===== src/rtl/odd_pipe_dispatch_pkg.sv =====
// Shared types for odd-pipe dispatch: opcodes, queued-instruction and scoreboard records, latency table.
// No logic of its own; latency and backpressure are properties of the modules that import it.
// Immediate slice widths follow the odd pipe's I7/I10/I16/I18 operand fields.
package odd_pipe_dispatch_pkg;

    typedef enum logic [4:0] {
        LNOP,
        SHIFT_LEFT_QUADWORD_BY_BITS,
        SHIFT_LEFT_QUADWORD_BY_BYTES,
        ROTATE_QUADWORD_BY_BITS,
        ROTATE_QUADWORD_BY_BYTES,
        ROTATE_QUADWORD_BY_BYTES_IMMEDIATE,
        GATHER_BITS_FROM_BYTES,
        LOAD_QUADWORD_DFORM,
        LOAD_QUADWORD_AFORM,
        STORE_QUADWORD_DFORM,
        STORE_QUADWORD_AFORM,
        BRANCH_RELATIVE,
        BRANCH_INDIRECT
    } opcode_t;

    localparam int REG_W  = 7;
    localparam int IMM_W  = 18;
    localparam int PC_W   = 32;
    localparam int DATA_W = 128;
    localparam int LAT_W  = 3;
    localparam int I7_W   = 7;
    localparam int I10_W  = 10;
    localparam int I16_W  = 16;

    typedef struct packed {
        opcode_t            op;
        logic [REG_W-1:0]   ra_addr;
        logic [REG_W-1:0]   rb_addr;
        logic               ra_used;
        logic               rb_used;
        logic [REG_W-1:0]   rt_addr;
        logic               rt_wr;
        logic [IMM_W-1:0]   imm;
        logic [PC_W-1:0]    pc;
    } instr_t;

    typedef struct packed {
        logic               vld;
        logic [REG_W-1:0]   rt;
        logic [LAT_W-1:0]   lat;
    } sb_entry_t;

    function automatic logic [LAT_W-1:0] op_latency(input opcode_t op);
        case (op)
            SHIFT_LEFT_QUADWORD_BY_BITS,
            SHIFT_LEFT_QUADWORD_BY_BYTES,
            ROTATE_QUADWORD_BY_BITS,
            ROTATE_QUADWORD_BY_BYTES,
            ROTATE_QUADWORD_BY_BYTES_IMMEDIATE,
            GATHER_BITS_FROM_BYTES:             return LAT_W'(4);
            LOAD_QUADWORD_DFORM,
            LOAD_QUADWORD_AFORM,
            STORE_QUADWORD_DFORM,
            STORE_QUADWORD_AFORM:               return LAT_W'(6);
            default:                            return LAT_W'(1);
        endcase
    endfunction

endpackage


===== src/rtl/odd_issue_fifo.sv =====
// In-order instruction queue of DEPTH entries with synchronous flush.
// Latency: written at the clock edge, visible at the head the following cycle.
// Backpressure: full blocks push unless a pop happens in the same cycle.
module odd_issue_fifo #(
    parameter int  DEPTH = 4,
    parameter type T     = logic [7:0]
) (
    input  logic clock,
    input  logic reset,
    input  logic flush,
    input  logic push_vld,
    input  T     push_dat,
    input  logic pop_rdy,
    output T     head_dat,
    output logic full,
    output logic empty
);

    localparam int AW = $clog2(DEPTH);
    localparam int PW = AW + 1;

    T                mem [DEPTH];
    logic [PW-1:0]   wr_ptr;
    logic [PW-1:0]   rd_ptr;
    logic            do_push;
    logic            do_pop;

    assign empty    = (wr_ptr == rd_ptr);
    assign full     = (wr_ptr[AW] != rd_ptr[AW]) && (wr_ptr[AW-1:0] == rd_ptr[AW-1:0]);
    assign do_pop   = pop_rdy && !empty;
    assign do_push  = push_vld && (!full || do_pop);
    assign head_dat = mem[rd_ptr[AW-1:0]];

    // The extra pointer bit separates full from empty; wrap is the natural overflow.
    always_ff @(posedge clock or negedge reset) begin
        if (!reset) begin
            wr_ptr <= '0;
            rd_ptr <= '0;
        end else if (flush) begin
            wr_ptr <= '0;
            rd_ptr <= '0;
        end else begin
            if (do_push) wr_ptr <= wr_ptr + PW'(1);
            if (do_pop)  rd_ptr <= rd_ptr + PW'(1);
        end
    end

    always_ff @(posedge clock) begin
        if (do_push && !flush) mem[wr_ptr[AW-1:0]] <= push_dat;
    end

endmodule


===== src/rtl/odd_pipe_dispatch.sv =====
// Odd-pipe issue stage: queues decoded instructions, reads operands, blocks RAW/WAW hazards.
// Latency: issue decided combinationally on the queue head, presented on registered outputs next cycle.
// Backpressure: in_ready drops when the queue is full or a flush is active; hazards hold the head.
module odd_pipe_dispatch
    import odd_pipe_dispatch_pkg::*;
#(
    parameter int DEPTH     = 4,
    parameter int SB_STAGES = 7
) (
    input  logic                clock,
    input  logic                reset,
    input  logic                in_valid,
    output logic                in_ready,
    input  opcode_t             in_op_code,
    input  logic [REG_W-1:0]    in_ra_addr,
    input  logic [REG_W-1:0]    in_rb_addr,
    input  logic                in_ra_used,
    input  logic                in_rb_used,
    input  logic [REG_W-1:0]    in_rt_addr,
    input  logic                in_rt_wr,
    input  logic [IMM_W-1:0]    in_imm,
    input  logic [PC_W-1:0]     in_pc,
    input  logic                flush,
    output logic [REG_W-1:0]    rf_ra_addr,
    output logic [REG_W-1:0]    rf_rb_addr,
    input  logic [DATA_W-1:0]   rf_ra_data,
    input  logic [DATA_W-1:0]   rf_rb_data,
    output opcode_t             op_op_code,
    output logic [DATA_W-1:0]   ra,
    output logic [DATA_W-1:0]   rb,
    output logic [REG_W-1:0]    rt_address,
    output logic [I7_W-1:0]     I7,
    output logic [I10_W-1:0]    I10,
    output logic [I16_W-1:0]    I16,
    output logic [IMM_W-1:0]    I18,
    output logic [PC_W-1:0]     pc_output,
    output logic                issue_valid,
    output logic                stall
);

    instr_t     in_dat;
    instr_t     head;
    logic       fifo_full;
    logic       fifo_empty;
    logic       hazard;
    logic       issue;
    sb_entry_t  sb_q [SB_STAGES];

    assign in_ready = !fifo_full && !flush;
    assign in_dat   = '{op: in_op_code, ra_addr: in_ra_addr, rb_addr: in_rb_addr,
                        ra_used: in_ra_used, rb_used: in_rb_used, rt_addr: in_rt_addr,
                        rt_wr: in_rt_wr, imm: in_imm, pc: in_pc};

    odd_issue_fifo #(.DEPTH(DEPTH), .T(instr_t)) u_fifo (
        .clock    (clock),
        .reset    (reset),
        .flush    (flush),
        .push_vld (in_valid && in_ready),
        .push_dat (in_dat),
        .pop_rdy  (issue),
        .head_dat (head),
        .full     (fifo_full),
        .empty    (fifo_empty)
    );

    assign rf_ra_addr = head.ra_addr;
    assign rf_rb_addr = head.rb_addr;

    // Stage s (index s-1) is s cycles old; its result is pending while s <= lat.
    always_comb begin
        hazard = 1'b0;
        for (int s = 0; s < SB_STAGES; s++) begin
            if (sb_q[s].vld && (s + 1) <= int'(sb_q[s].lat) &&
                ((head.ra_used && sb_q[s].rt == head.ra_addr) ||
                 (head.rb_used && sb_q[s].rt == head.rb_addr) ||
                 (head.rt_wr   && sb_q[s].rt == head.rt_addr)))
                hazard = 1'b1;
        end
    end

    assign issue = !fifo_empty && !hazard && !flush;

    always_ff @(posedge clock or negedge reset) begin
        if (!reset) begin
            op_op_code  <= LNOP;
            ra          <= '0;
            rb          <= '0;
            rt_address  <= '0;
            I7          <= '0;
            I10         <= '0;
            I16         <= '0;
            I18         <= '0;
            pc_output   <= '0;
            issue_valid <= 1'b0;
            stall       <= 1'b0;
            for (int s = 0; s < SB_STAGES; s++) sb_q[s] <= '0;
        end else begin
            issue_valid <= issue;
            stall       <= !fifo_empty && hazard && !flush;
            if (issue) begin
                op_op_code <= head.op;
                ra         <= rf_ra_data;
                rb         <= rf_rb_data;
                rt_address <= head.rt_addr;
                I7         <= head.imm[I7_W-1:0];
                I10        <= head.imm[I10_W-1:0];
                I16        <= head.imm[I16_W-1:0];
                I18        <= head.imm;
                pc_output  <= head.pc;
            end else begin
                op_op_code <= LNOP;
                ra         <= '0;
                rb         <= '0;
                rt_address <= '0;
                I7         <= '0;
                I10        <= '0;
                I16        <= '0;
                I18        <= '0;
                pc_output  <= '0;
            end
            sb_q[0] <= '{vld: issue && head.rt_wr, rt: head.rt_addr, lat: op_latency(head.op)};
            for (int s = 1; s < SB_STAGES; s++) sb_q[s] <= sb_q[s-1];
        end
    end

endmodule


===== config.mk =====
export PLATFORM = sky130hd
export DESIGN_NAME = odd_pipe_dispatch
export DESIGN_NICKNAME = d
export VERILOG_FILES = /design/src/rtl/odd_pipe_dispatch_pkg.sv /design/src/rtl/odd_issue_fifo.sv /design/src/rtl/odd_pipe_dispatch.sv
export SDC_FILE = /design/constraint.sdc
export NUM_CORES = 1
export LEC_CHECK = 0
export CAP_MARGIN = 15
export CELL_PAD_IN_SITES_DETAIL_PLACEMENT = 0
export CELL_PAD_IN_SITES_GLOBAL_PLACEMENT = 1
export CORE_ASPECT_RATIO = 0.6
export CORE_MARGIN = 10
export CORE_UTILIZATION = 43
export CTS_CLUSTER_DIAMETER = 30
export DETAILED_ROUTE_END_ITERATION = 16
export HOLD_SLACK_MARGIN = 0.15
export PLACE_DENSITY = 0.85
export SKIP_LAST_GASP = 1
export SLEW_MARGIN = 0
export SYNTH_ARGS = -nofsm -noshare
export SYNTH_HDL_FRONTEND = slang
export SYNTH_SLANG_ARGS = --single-unit

===== constraint.sdc =====
create_clock -name clock -period 9.3 [get_ports clock]
set_clock_uncertainty 0.2 [all_clocks]
set_input_delay 0.93 -clock clock [delete_from_list [all_inputs] [get_ports clock]]
set_output_delay 0.93 -clock clock [all_outputs]
set_load 0.1 [all_outputs]

==> results of run 1 <==
-- worst max-delay path, cell delays in order, from the launching register on --
cell and delay, ps:
dfrtp_4 1020, buf_4 730, mux2i_1 510, mux2i_4 220, xnor2_1 180, nand4_1 100
nor2_1 50, o31ai_2 260, nand4_2 260, nor3_4 240, buf_4 570, buf_4 780
and2_1 280
-- power by group --
part / total [mW] / switching, mW / internal (mW)
Combinational: 6.42 / 4.84 / 1.58
Clock: 4.07 / 1.61 / 2.46
Sequential: 4.37 / 0.461 / 3.91
Total: 14.9 / 6.90 / 7.95
-- flip-flops by register name (all words and copies together) (netlist names) --
register	count
u_fifo.mem	316
rt_address	7
I18	18
pc_output	32
issue_valid	1
stall	1
u_fifo.wr_ptr	3
ra	128
sb_q	77
rb	128
u_fifo.rd_ptr	3
op_op_code	5
-- cell families (layout without fill, tap and decap cells) --
| family | Yosys count | count (layout) | share of synthesized area [%] |
|---|---|---|---|
| fa+ha+maj | 5 | 5 | 0.2351 |
| compound gates | 44 | 44 | 1.138 |
| buf+inv | 132 | 933 | 2.995 |
| simple gates | 412 | 412 | 9.468 |
| xor+xnor | 155 | 155 | 5.101 |
| flops | 719 | 719 | 73.55 |
| other cells | 0 | 26 | 0 |
| mux | 108 | 108 | 7.517 |
-- final timing paths --
check,endpoint,start,slack [ps]
max,rb[50],u_fifo.rd_ptr[1],3530
min in group asynchronous,ra[66],reset,680
max reg2reg,rb[50],u_fifo.rd_ptr[1],3530
min,sb_q[44],sb_q[55],160
max in group asynchronous,I18[8],reset,6660
min reg2reg,sb_q[44],sb_q[55],160
-- cell type report --
cell class,instances,area (µm²),area share (%)
Antenna cell,26,65.06,0.1715
Clock buffer,112,2694,7.099
Clock inverter,85,1021,2.691
Inverter,12,45.04,0.1187
Multi-Input combinational cell,724,6270,16.52
Sequential cell,719,19580,51.60
Tap cell,828,1036,2.730
Timing Repair Buffer,724,7234,19.06
-- per-stage QoR --
step / std cells / total power [mW] / worst slack [ps] / hold WS (ps) / utilization (%)
2_1_floorplan: 1575 / 9.095 / 3854 / 131.2 / -
3_3_place_gp: 3005 / 10.81 / 3873 / 135.3 / 55.94
3_5_place_dp: 3005 / 10.83 / 3692 / 134.7 / 55.94
4_1_cts: 3204 / 14.94 / 3644 / 156.7 / 62.05
5_1_grt: 3225 / 15.29 / 3202 / 164.6 / 62.14
6_report: 3230 / 14.85 / 3533 / 156.0 / 62.16
-- placed cells by master (no fill, tap or decap), types with 15 or more instances in the layout --
cell,synthesis,routed
and2_1,320,320
buf_4,54,15
clkbuf_16,0,105
clkdlybuf4s50_1,0,704
dfrtp_1,403,401
diode_2,0,26
edfxtp_1,316,316
mux2i_1,24,24
mux4_2,69,69
nand4_1,30,30
nor2_1,17,17
xnor2_1,113,113
xor2_1,42,42
-- metal layers --
| layer | global-route usage (%) | vias to the layer above | wire [µm] |
|---|---|---|---|
| li1 | - | 6952 | - |
| met1 | 31.46 | 8505 | 36190 |
| met2 | 39.79 | 716 | 46250 |
| met3 | 7.598 | 169 | 7666 |
| met4 | 12.21 | 14 | 3875 |
| met5 | 0 | - | 70 |
==> impl_results.md, run 1 <==
* Final hold violation count at 0
* Antenna Violating Nets Remaining at 0
* Worst-margin pin slew at 1202 ps
* Area leader, netlist: dfrtp_1
* Arrival time worst endpoint at 6150 ps
* Max-slew violations at 0
* IR drop worst, VDD at 0.0003208 V
* Clock buffer count from CTS at 104
* Slew headroom at 19.60%
* Post-synth EDFFs at 316
* Std cell rows at 70
* RSZ-0062 raised after global routing: false
* Most common cell in the synthesized netlist: dfrtp_1
* Status: finished clean
* Syn nets at 1,919
* Grt ovf at 0
* DRC at 0
* Starting Density at 43.60%
* FMAX at 173.4 MHz
* Global-route wire length before repair at 129.6 mm
* Critical Path RT at 9680 ps
* Fraction of layout cells with a size suffix above 1 at 12.71%
* IO Port Bufs at 706
* Via Count at 16,356
* CTS tree: yes
* Area growth from synthesis to layout at 42.58%
* DR pass1 iterations at 8
* Mapped Cells at 1,575
* RePlAce Congestion at 0.9491
* Crit path time final at 5767 ps
* Largest cells by area after synthesis: dfrtp_1 (38%), edfxtp_1 (36%), and2_1 (7.5%)
* Synth unique cells at 54
* Number of global-route vias before repair at 16,982
* Dpl cell area at 34,150 µm²
* Post-layout instance area at 37,950 µm²
* Clock sinks at 719
* Min-delay worst type: reg2reg
* Number of register bits inferred by synthesis at 719
* Nature of the critical path startpoint: register
* Cell Area, Synth at 26,610 µm²
* Clock buffer depth at 3
* Crit share post-route at 62.01%
* FFs w/ async S/R, synth at 56.05%
* Fill cell count at 4,434
* Pleak at 14.81 nW
* Hold buffers post-CTS at 2
* Worst R2R Path Depth at 12
* Clk_lat worst skew at 670 ps
* Initial antenna violation count at 46
* Initial DRC count at 1,419
* Top-area cell type share of the netlist area at 37.89%
* Post-DP HPWL at 69.34 mm
* PostCTS Resize Cnt at 0
* I/O pin count at 707
* CP Class: reg2reg
* Root buf cell: clkbuf_16
* Crit end category: register
* # setup viols final at 0
* Sequential fraction of the synthesis area at 73.55%
* Core area at 61,050 µm²
* CTS H-tree lvls at 3
* Die extent in x at 341.2 µm
* Clock transition at the registers of the reported paths at 60 ps
* Setup TNS at 0 ps
* Pwr per Cell Area at 391.4 nW/µm²
* Hold path cells at 0
* Drt total wl at 94.05 mm
* Post-DR wirelength/cell at 29.12 µm
* Vias per cell at 5.064
* Post-synth top cells: dfrtp_1 (403), and2_1 (320), edfxtp_1 (316), xnor2_1 (113), mux4_2 (69)
* GRT Util Overall at 25.13%
* Largest net degree at the start of global routing at 169
* Crit-path max FO at 105
* Synthesized area per cell at 16.90 µm²
* Post-CTS Setup Repair Bufs at 0
* Fin nets at 2,629
* Die H at 212.7 µm
* YS warnings at 0
* Die area at 72,570 µm²
* Synth Flop Type: dfrtp_1
* Max Cap Viol at 0
Note: power is estimated with default switching activity, not from simulation.
==> run 2: changes to the inputs <==
Settings changed: CORE_UTILIZATION 43 to 36, PLACE_DENSITY 0.85 to 0.76.
Clock period 9.3 ns to 4.91 ns, I/O delays scaled along.
==> run 2 against run 1 <==
  * Utilization down 8.0 points
  * Non-clock buffer count rose by 121
  * Register-to-register slack got worse by 2800 ps
  * Setup slack worse by 2800 ps
  * Clock-buffer cell count rose by 25
  * Design area is 4.7% higher
  * Sequential share of layout area decreased by 2.3 points
  * Combinational power grew 90%
  * Die area rose by 18%
  * Critical path type unchanged
  * Sequential power grew 92%
  * First-iteration DRC count shrank 7.3%
  * Critical endpoint is now ra[101]
==> impl_results.md, run 2 (same netlist as run 1, synthesis figures left out) <==
* Status: finished clean
* Top Layer Used: met5
* Core Util, Final at 54.12%
* Arrival time worst endpoint at 4560 ps
* CTS H-tree lvls at 3
* Slew headroom at 17.55%
* Switch Pwr at 13.16 mW
* Nature of the critical path startpoint: register
* CP Class: reg2reg
* Total power draw at 28.95 mW
* Dpl cell area at 34,570 µm²
* DR pass1 iterations at 5
* I/O pin count at 707
* Place WS at 698.9 ps
* Max-slew violations at 0
* CTS tree: yes
* Power share of the clock group at 28.8%
* Clock sinks at 719
* Wire length on met1 at 37.09 mm
* IO Port Bufs at 706
* Crit share post-route at 85.98%
* Final hold violation count at 0
* Switching power share of the total at 45.46%
* Fin nets at 2,760
* Fin Hold WS at 151.2 ps
* Flop pwr share at 28.9%
* Clk_lat worst skew at 670 ps
* Die extent in x at 371.0 µm
* Core area at 73,410 µm²
* CP peak stage delay at 630 ps
* Area growth from synthesis to layout at 49.29%
* Die area at 85,560 µm²
* Largest delay share family, worst path: simple AND/OR/NAND/NOR gates
* Most frequent cells in the layout: clkdlybuf4s50_1 (678), dfrtp_1 (401), and2_1 (320), edfxtp_1 (316), clkbuf_16 (120)
* Met2 wire length at 42.61 mm
* RSZ-0062 raised after global routing: false
* Slowest CP cell: dfrtp_4
* Starting Density at 36.25%
* Setup TNS at 0 ps
* GRT Util Overall at 20.91%
* Number of global-route vias before repair at 17,674
* Drt total wl at 91.92 mm
* Global-route wire length before repair at 129.5 mm
* Vias per cell at 4.743
* Largest net degree at the start of global routing at 102
* Worst path bufs/invs at 3
* Die H at 230.6 µm
* PostCTS Resize Cnt at 0
* Crit end category: register
* Fraction of layout cells with a size suffix above 1 at 14.11%
* Std cell rows at 77
* Power Internal at 15.79 mW
* Initial antenna violation count at 17
* Clock buffer depth at 3
* Root buf cell: clkbuf_16
* Max Cap Viol at 0
* Fin cells at 3,510
* Most used cell, CP: buf_12
* Crit-path max FO at 87
* Crit path time final at 4222 ps
* CP Cell Sequence: buf_12, mux4_2, xnor2_1, nand4_1, nor4_1, a41oi_1, o31a_1, nand3_1, nor3_4, buf_12, buf_12, and2_1
* FMAX at 236.9 MHz
* Pleak at 15.62 nW
* Worst-margin pin slew at 1233 ps
* Post-DR wirelength/cell at 26.19 µm
* Initial DRC count at 1,316
* DRC at 0
* Post-layout instance area at 39,730 µm²
* Clock buffer count from CTS at 114
* RePlAce Congestion at 0.9272
* Met3 wire len at 8.856 mm
* Antenna Violating Nets Remaining at 0
* Grt ovf at 0
* Via Count at 16,648
* Comb pwr share at 42.2%
* Most common cell after layout, fill and taps aside: clkdlybuf4s50_1
* Clock transition at the registers of the reported paths at 60 ps
* Post-CTS Setup Repair Bufs at 0
* Setup WS post-layout at 688.5 ps
* Max reg flops at 316
* Min-delay worst type: reg2reg
* Pwr per Cell Area at 728.7 nW/µm²
* Post-DP HPWL at 67.65 mm
* Critical Path RT at 5250 ps
* IR drop worst, VDD at 0.0006595 V
* Placed insts at 3,179
* # setup viols final at 0
-- run 2: final timing paths --
path	start	end	slack, ps	depth (start not counted)
setup / recovery	u_fifo.rd_ptr[1]	ra[101]	690	12
hold / removal	sb_q[11]	sb_q[0]	150	0
setup reg to reg	u_fifo.rd_ptr[1]	ra[101]	690	12
hold reg to reg	sb_q[11]	sb_q[0]	150	0
max in group asynchronous	reset	rb[94]	3030	3
min in group asynchronous	reset	I18[0]	300	2
-- run 2: cell type report --
class                   count  area [µm²]
fillers                  5876       33680
diodes                      7       17.52
multi-input cells         724        6270
clock inverters            79       949.7
repair buffers            845        8518
clock buffers             137        3117
well taps                 987        1235
flip-flops and latches    719       19580
inverters                  12       45.04
-- run 2: what timing repair did --
action,CTS,global route
hold buffers,108,0
endpoints found under the hold margin,201,0
endpoints found under the setup margin,0,0
-- run 2: per-layer routing --
| layer | global-route usage [%] | up-vias |
|---|---|---|
| met5 | 0 | - |
| met4 | 7.552 | 16 |
| met3 | 8.017 | 173 |
| met2 | 32.24 | 757 |
| met1 | 26.73 | 8497 |
| li1 | - | 7205 |
-- run 2: power groups by stage --
| stage | clock, mW | combinational (mW) | sequential, mW |
|---|---|---|---|
| after floorplan | 0 | 3.55 | 13.7 |
| after global placement | 0 | 12.2 | 8.43 |
| after detailed placement | 0 | 12.2 | 8.44 |
| after CTS | 8.49 | 12.3 | 8.36 |
| after global routing | 8.78 | 12.6 | 8.48 |
| final | 8.34 | 12.2 | 8.38 |
